===== config.mk =====
export PLATFORM = sky130hd
export DESIGN_NAME = multiword_cla_sequencer
export DESIGN_NICKNAME = d
export VERILOG_FILES = /design/src/rtl/multiword_cla_sequencer.sv
export SDC_FILE = /design/constraint.sdc
export NUM_CORES = 1
export LEC_CHECK = 0
export ABC_AREA = 0
export CAP_MARGIN = 10
export CORE_MARGIN = 2
export CORE_UTILIZATION = 45
export CTS_BUF_LIST = sky130_fd_sc_hd__clkbuf_8
export DETAILED_ROUTE_END_ITERATION = 8
export GPL_TIMING_DRIVEN = 0
export PLACE_DENSITY = 0.68
export SYNTH_ARGS = -nofsm -noshare
export SYNTH_HDL_FRONTEND = slang
export SYNTH_SLANG_ARGS = --single-unit

===== constraint.sdc =====
create_clock -name clk -period 18.3 [get_ports clk]
set_clock_uncertainty 0.05 [all_clocks]
set_input_delay 3.66 -clock clk [delete_from_list [all_inputs] [get_ports clk]]
set_output_delay 3.66 -clock clk [all_outputs]
set_load 0.01 [all_outputs]

===== src/rtl/multiword_cla_sequencer.sv =====
// Multi-word adder/subtractor: walks WORDS 16-bit slices through a single
// 16-bit carry-lookahead adder, one slice per cycle, LSB slice first.

module cla_16bits_LCU (
    input  logic [15:0] in1,
    input  logic [15:0] in2,
    input  logic        cin,
    output logic [15:0] sum,
    output logic        cout,
    output logic [3:0]  P,
    output logic [3:0]  G
);
    logic [15:0] p;
    logic [15:0] g;
    logic [15:0] bc;
    logic [3:0]  gc;

    assign p = in1 ^ in2;
    assign g = in1 & in2;

    // Lookahead carry unit across the four 4-bit groups
    assign gc[0] = cin;
    assign gc[1] = G[0] | (P[0] & cin);
    assign gc[2] = G[1] | (P[1] & G[0]) | (P[1] & P[0] & cin);
    assign gc[3] = G[2] | (P[2] & G[1]) | (P[2] & P[1] & G[0]) | (P[2] & P[1] & P[0] & cin);
    assign cout  = G[3] | (P[3] & G[2]) | (P[3] & P[2] & G[1]) | (P[3] & P[2] & P[1] & G[0])
                 | (P[3] & P[2] & P[1] & P[0] & cin);

    for (genvar j = 0; j < 4; j++) begin : g_grp
        logic [3:0] pp;
        logic [3:0] gg;
        assign pp = p[4*j +: 4];
        assign gg = g[4*j +: 4];
        assign P[j] = &pp;
        assign G[j] = gg[3] | (pp[3] & gg[2]) | (pp[3] & pp[2] & gg[1]) | (pp[3] & pp[2] & pp[1] & gg[0]);
        assign bc[4*j]   = gc[j];
        assign bc[4*j+1] = gg[0] | (pp[0] & gc[j]);
        assign bc[4*j+2] = gg[1] | (pp[1] & gg[0]) | (pp[1] & pp[0] & gc[j]);
        assign bc[4*j+3] = gg[2] | (pp[2] & gg[1]) | (pp[2] & pp[1] & gg[0]) | (pp[2] & pp[1] & pp[0] & gc[j]);
    end

    assign sum = p ^ bc;
endmodule

module multiword_cla_sequencer #(
    parameter int WORDS = 4
) (
    input  logic                clk,
    input  logic                rst,
    input  logic                start,
    input  logic [16*WORDS-1:0] a,
    input  logic [16*WORDS-1:0] b,
    input  logic                cin,
    input  logic                sub,
    output logic                busy,
    output logic                done,
    output logic [16*WORDS-1:0] sum,
    output logic                cout,
    output logic                overflow
);
    localparam int W  = 16 * WORDS;
    localparam int IW = $clog2(WORDS);
    localparam logic [IW-1:0] LAST_IDX = IW'(WORDS - 1);

    typedef enum logic [1:0] {IDLE, RUN, DONE} state_t;

    state_t        state;
    state_t        state_next;
    logic [IW-1:0] idx;
    logic [W-1:0]  op_a;
    logic [W-1:0]  op_b;
    logic          carry;
    logic [15:0]   slice_a;
    logic [15:0]   slice_b;
    logic [15:0]   slice_sum;
    logic          slice_cout;
    logic [3:0]    unused_p;
    logic [3:0]    unused_g;
    logic          accept;
    logic          last;
    logic          msb_carry_in;

    assign slice_a = op_a[{idx, 4'b0000} +: 16];
    assign slice_b = op_b[{idx, 4'b0000} +: 16];

    cla_16bits_LCU u_cla (
        .in1  (slice_a),
        .in2  (slice_b),
        .cin  (carry),
        .sum  (slice_sum),
        .cout (slice_cout),
        .P    (unused_p),
        .G    (unused_g)
    );

    assign accept = start && (state != RUN);
    assign last   = (idx == LAST_IDX);
    // Recover the carry into the MSB from the MSB sum bit and its operands
    assign msb_carry_in = op_a[W-1] ^ op_b[W-1] ^ slice_sum[15];
    assign busy = (state == RUN);
    assign done = (state == DONE);

    always_ff @(posedge clk or posedge rst) begin
        if (rst) begin
            state <= IDLE;
        end else begin
            state <= state_next;
        end
    end

    always_comb begin
        state_next = state;
        case (state)
            IDLE:    if (start) state_next = RUN;
            RUN:     if (last) state_next = DONE;
            DONE:    state_next = start ? RUN : IDLE;
            default: state_next = IDLE;
        endcase
    end

    always_ff @(posedge clk or posedge rst) begin
        if (rst) begin
            idx      <= '0;
            op_a     <= '0;
            op_b     <= '0;
            carry    <= 1'b0;
            sum      <= '0;
            cout     <= 1'b0;
            overflow <= 1'b0;
        end else if (accept) begin
            // Subtraction is a + ~b + 1: invert b now, inject the +1 as carry-in
            op_a  <= a;
            op_b  <= sub ? ~b : b;
            carry <= sub | cin;
            idx   <= '0;
        end else if (state == RUN) begin
            sum[{idx, 4'b0000} +: 16] <= slice_sum;
            carry <= slice_cout;
            if (last) begin
                idx      <= '0;
                cout     <= slice_cout;
                overflow <= msb_carry_in ^ slice_cout;
            end else begin
                idx <= idx + 1'b1;
            end
        end
    end
endmodule


; ---- Word-level counts from Yosys, hierarchy flattened
; Index checks and enable logic that the tools add are counted.
[word_totals]
ff_bits = 199
in_bits = 133
elab_cells = 168
[classes]
addsub = 2
eq_ne = 6
n_shift = 4
n_mux = 11
bitwise_logic = 127
n_reduce_logical = 10
[ops]
columns = operator, n
row1 = 64-bit by 7-bit indexed part select with 16-bit output, 2
row2 = 1-bit bitwise AND, 72
row3 = 64-bit bitwise mux, 1
row4 = 64-bit 2-to-1 mux, 1
row5 = 64-bit inverter, 1
row6 = "16-bit by 8-bit variable shift with 64-bit output, first input constant", 1
row7 = 16-bit by 8-bit indexed part select with 64-bit output, 1
row8 = 1-bit bitwise OR, 47
row9 = 16-bit bitwise XOR, 2
row10 = 16-bit bitwise AND, 1
row11 = 4-bit AND reduction, 4
row12 = 2-bit 2-to-1 mux, 5
row13 = 6-bit negator with 8-bit output, 1
row14 = 2-bit one-hot mux with 3 select lines, 1
row15 = "2-bit equality test, second input constant", 2
row16 = "2-bit by 1-bit inequality test with 1-bit output, second input constant", 2
row17 = 2-bit AND reduction, 2
row18 = 1-bit 2-to-1 mux, 3
row19 = 3-bit AND reduction, 1
row20 = 1-bit bitwise XOR, 3
row21 = "2-bit by 1-bit adder with 2-bit output, second input constant", 1
row22 = "2-bit by 1-bit equality test with 1-bit output, second input constant", 1
row23 = 2-bit zero test, 1
row24 = "2-bit inequality test, second input constant", 1
row25 = other kinds (3), 3

; ---- Depth between registers and ports, before layout
[depth]
word_depth = 15
depth_mapped = 11

; ---- Modules after synthesis
; Synthesis repeated with hierarchy kept, for this count alone.
[unflattened]
cells_unflattened = 817
hier_area_um2 = 9763.1
[modules_own_cells]
columns = module, n_inst, cells_per_inst, area_per_inst_um2, seq_area_each_um2
row1 = multiword_cla_sequencer, 1, 710, 8946.1, 4979.8
row2 = cla_16bits_LCU, 1, 107, 817.0, 0.0

; ---- Worst setup path after synthesis
; Ideal clock, no wire load.
[synth_path]
path_type = input to register
startpoint = in start
endpoint = reg op_a[60]
arrival_time_ps = 4886
t_required_ps = 18125
path_slack_ps = 13239
path_stages = 5
path_cell_list = nand2_1 > clkbuf_1 > clkbuf_1 > clkbuf_1 > mux2_2
[synth_between]
elab_chain_len = 1
[synth_rtl]
columns = item, line
row1 = "start, declared", 50  ; input logic start,
row2 = 1-bit logical AND, 96  ; assign accept = start && (state != RUN);
row3 = "end signal, assigned", 124  ; op_a <= '0;
row4 = "end signal, assigned", 132  ; op_a <= a;
row5 = "end, declared", 70  ; logic [W-1:0] op_a;
; No other way between the ends.
; A chain may end at the register's enable or synchronous reset.

; ---- Final worst setup path
[layout_path]
startpoint = reg state[1]
endpoint = out busy
[layout_between]
elab_chain_len = 1
[layout_rtl]
columns = item, line
row1 = "start, declared", 67  ; state_t state;
row2 = "start signal, assigned", 107  ; state <= state_next;
row3 = 2-bit by 1-bit equality test with 1-bit output, 100  ; assign busy = (state == RUN);
row4 = "end, declared", 55  ; output logic busy,
; No other way between the ends.

==> results.sh <==
export IMPL_holdCritPathClass="register to register"
export IMPL_hold_viol_final=0
export IMPL_leakagePower_nw=5.10
export IMPL_place_hpwl_mm=19.4
export IMPL_rsz0062_at_grt="no"
export IMPL_async_reset_ff_frac=1.00
export IMPL_clockBufferDepth=2
export IMPL_drive_above_1_share=0.138
export IMPL_globalRouteOverflowTotal=0
export IMPL_num_vias=6894
export IMPL_first_pass_iters=5
export IMPL_worst_ep_arrival_time_ns=2.27
export IMPL_synth_distinct_cells=45
export IMPL_yosysTopAreaCellShare=0.530
export IMPL_yosys_top_cells_area="dfrtp_1, mux2_2, mux4_2"
export IMPL_irDropWorstVdd_mv=0.0917
export IMPL_synth_largest_area_cell="dfrtp_1"
export IMPL_syn_to_final_growth_pct=29.8
export IMPL_core_area_um2=20400
export IMPL_viasPerCell=5.38
export IMPL_clock_latency_ns=0.48
export IMPL_rows=52
export IMPL_place_area_um2=11800
export IMPL_holdPathStages=2
export IMPL_cp_required_ns=14.59
export IMPL_portBuffers=199
export IMPL_fin_nets=1156
export IMPL_post_cts_resized=0
export IMPL_dieArea_um2=22100
export IMPL_stdcell_count=1282
export IMPL_synth_top_family_by_area="multiplexers"
export IMPL_cts_made_buffers=17
export IMPL_whs_endpoint="sum[62]$_DFFE_PP0P_"
export IMPL_ys_warn_count=0
export IMPL_path_clk_slew_ns=0.10
export IMPL_cp_end_kind="output pin"
export IMPL_synth_most_common_cell="dfrtp_1"
export IMPL_die_w_um=149
export IMPL_p_total_w=0.00240
export IMPL_root_buffer="clkbuf_8"
export IMPL_crit_fanout=10
export IMPL_postCtsHoldBufs=0
export IMPL_maxCapViolations=0
export IMPL_critPathLaunchType="register"
export IMPL_cts_tree="done"
export IMPL_final_area_um2=12200
export IMPL_synth_area_um2=9400
export IMPL_drc_errors=0
export IMPL_dp_cells=1248
export IMPL_grt_pass1_wl_mm=39.1
export IMPL_yosys_most_used_dff="dfrtp_1"
export IMPL_cts_setup_buffers=0
export IMPL_status="finished, final reports clean"
export IMPL_clock_sinks=199
export IMPL_fmax_ghz=0.167
export IMPL_synth_commonest_cells="dfrtp_1, nand2_1, o21ai_0"
export IMPL_pin_count=201
export IMPL_synth_edff_count=0
export IMPL_gp_congestion=0.812
export IMPL_synthCells=778
export IMPL_wl_per_cell_um=19.6
export IMPL_synth_seq_cells=199
export IMPL_ff2ff_path_depth=11
export IMPL_worstHoldStart="sum[62]$_DFFE_PP0P_"
export IMPL_yosys_area_share_simple=0.0668
export IMPL_period_needed_ns=5.98
export IMPL_post_route_period_util=0.327
export IMPL_rr_endpoint="sum[45]$_DFFE_PP0P_"
export IMPL_ys_seq_area_frac=0.530
export IMPL_powerDensity_nw_per_um2=197
export IMPL_synthMuxAreaShare=0.156
export IMPL_die_height_um=149
export IMPL_crit_type="register to output pin"
export IMPL_setup_violations=0
export IMPL_setup_tns_ns=0
export IMPL_maxSlewViolCount=0
export IMPL_grt_start_max_net_pins=120
export IMPL_htree_levels=4
export IMPL_initial_core_util=0.461
export IMPL_antenna_found_initial=2
export IMPL_synthAdderAreaFrac=0.0378
export IMPL_tightest_slew_ns=1.10
export IMPL_synth_nets=937
export IMPL_grt_pass1_vias=7083
export IMPL_whs_ns=0.436
export IMPL_critPathSlowestCell="clkdlybuf4s50_1"
export IMPL_synthXorXnorAreaFrac=0.0690
export IMPL_globalRouteTotalUtil=0.235
export IMPL_reg2reg_slack_ns=13.53
export IMPL_slew_headroom=0.263
export IMPL_drt_iter0_markers=336
export IMPL_max_stage_delay_ns=0.66
export IMPL_finalWirelength_mm=25.1
export IMPL_synth_compound_area_frac=0.118
export IMPL_path_cells="nand2b_1 > inv_1 > clkbuf_1 > clkdlybuf4s50_1"
export IMPL_timing_rr_start="idx[0]$_DFFE_PP0P_"
export IMPL_postRouteAntennaNets=0
export IMPL_syn_area_per_cell_um2=12.1
logic make-up (layout without fill, tap and decap cells):
family          after synthesis  after routing
compound gates              175            175
xor+xnor                     74             74
fa+ha+maj                    26             26
buf+inv                      56            288
flops                       199            199
mux                          98             98
other cells                   0              2
simple gates                150            150
layout by cell type, fill, tap and decap left out, drive strengths merged, types with 19 or more instances in the layout:
master and n:
a22o 28, clkbuf 53, clkdlybuf4s50 199, dfrtp 199
ha 22, inv 19, mux2 65, mux4 32
nand2 113, o21ai 98, xnor2 72
through the flow:
| stage | utilization | worst slack, ns |
|---|---|---|
| after global placement | 0.576 | 6.61 |
| final | 0.599 | 12.32 |
| after CTS | 0.599 | 12.31 |
| after detailed placement | 0.578 | 11.97 |
| after floorplan | - | 9.16 |
| after global routing | 0.599 | 12.15 |
layer usage:
metal,part of all wire,routed length (um),track usage
met1,0.45,11300,0.326
met4,0.015,387,0.0681
met2,0.48,12100,0.386
met3,0.053,1330,0.0383
met5,0,0,0
worst max path at each step:
stage | end | cells past startpoint | startpoint | slack (ns)
after global placement | op_a[43]$_DFFE_PP0P_ | 2 | rst | 6.61
final | busy | 4 | state[1]$_DFFE_PP0P_ | 12.32
after CTS | busy | 4 | state[1]$_DFFE_PP0P_ | 12.31
after global routing | busy | 4 | state[1]$_DFFE_PP0P_ | 12.15
after detailed placement | op_a[61]$_DFFE_PP0P_ | 6 | start | 11.97
after floorplan | carry$_DFFE_PP0P_ | 1 | rst | 9.16
sequential cells by signal, indices dropped and copies added, names as in the netlist:
| register | cells |
|---|---|
| op_a | 64 |
| op_b | 64 |
| sum | 64 |
| idx | 2 |
| state | 2 |
| carry | 1 |
| cout | 1 |
| overflow | 1 |
final cells by class:
class,instances,area (um2)
Clock inverter,13,165
Timing Repair Buffer,200,2020
Antenna cell,2,5.00
Sequential cell,199,4980
Tap cell,270,338
Buffer,44,173
Multi-Input combinational cell,523,4200
Inverter,12,52.6
Fill cell,1764,8170
Clock buffer,19,262
worst max-delay path, delay by kind of cell, from the launching register on:
family / cells / cell delay (ns)
buf+inv: 3 / 1.19
flops: 1 / 0.38
simple gates: 1 / 0.23
where the power goes:
part	internal, W	total, W	leakage [nW]	switching, W
Sequential	0.000639	0.000758	2.51	0.000118
Combinational	0.000597	0.00134	2.36	0.000745
Clock	0.000144	0.000303	0.223	0.000158
Power figures use the tool's default switching activity.
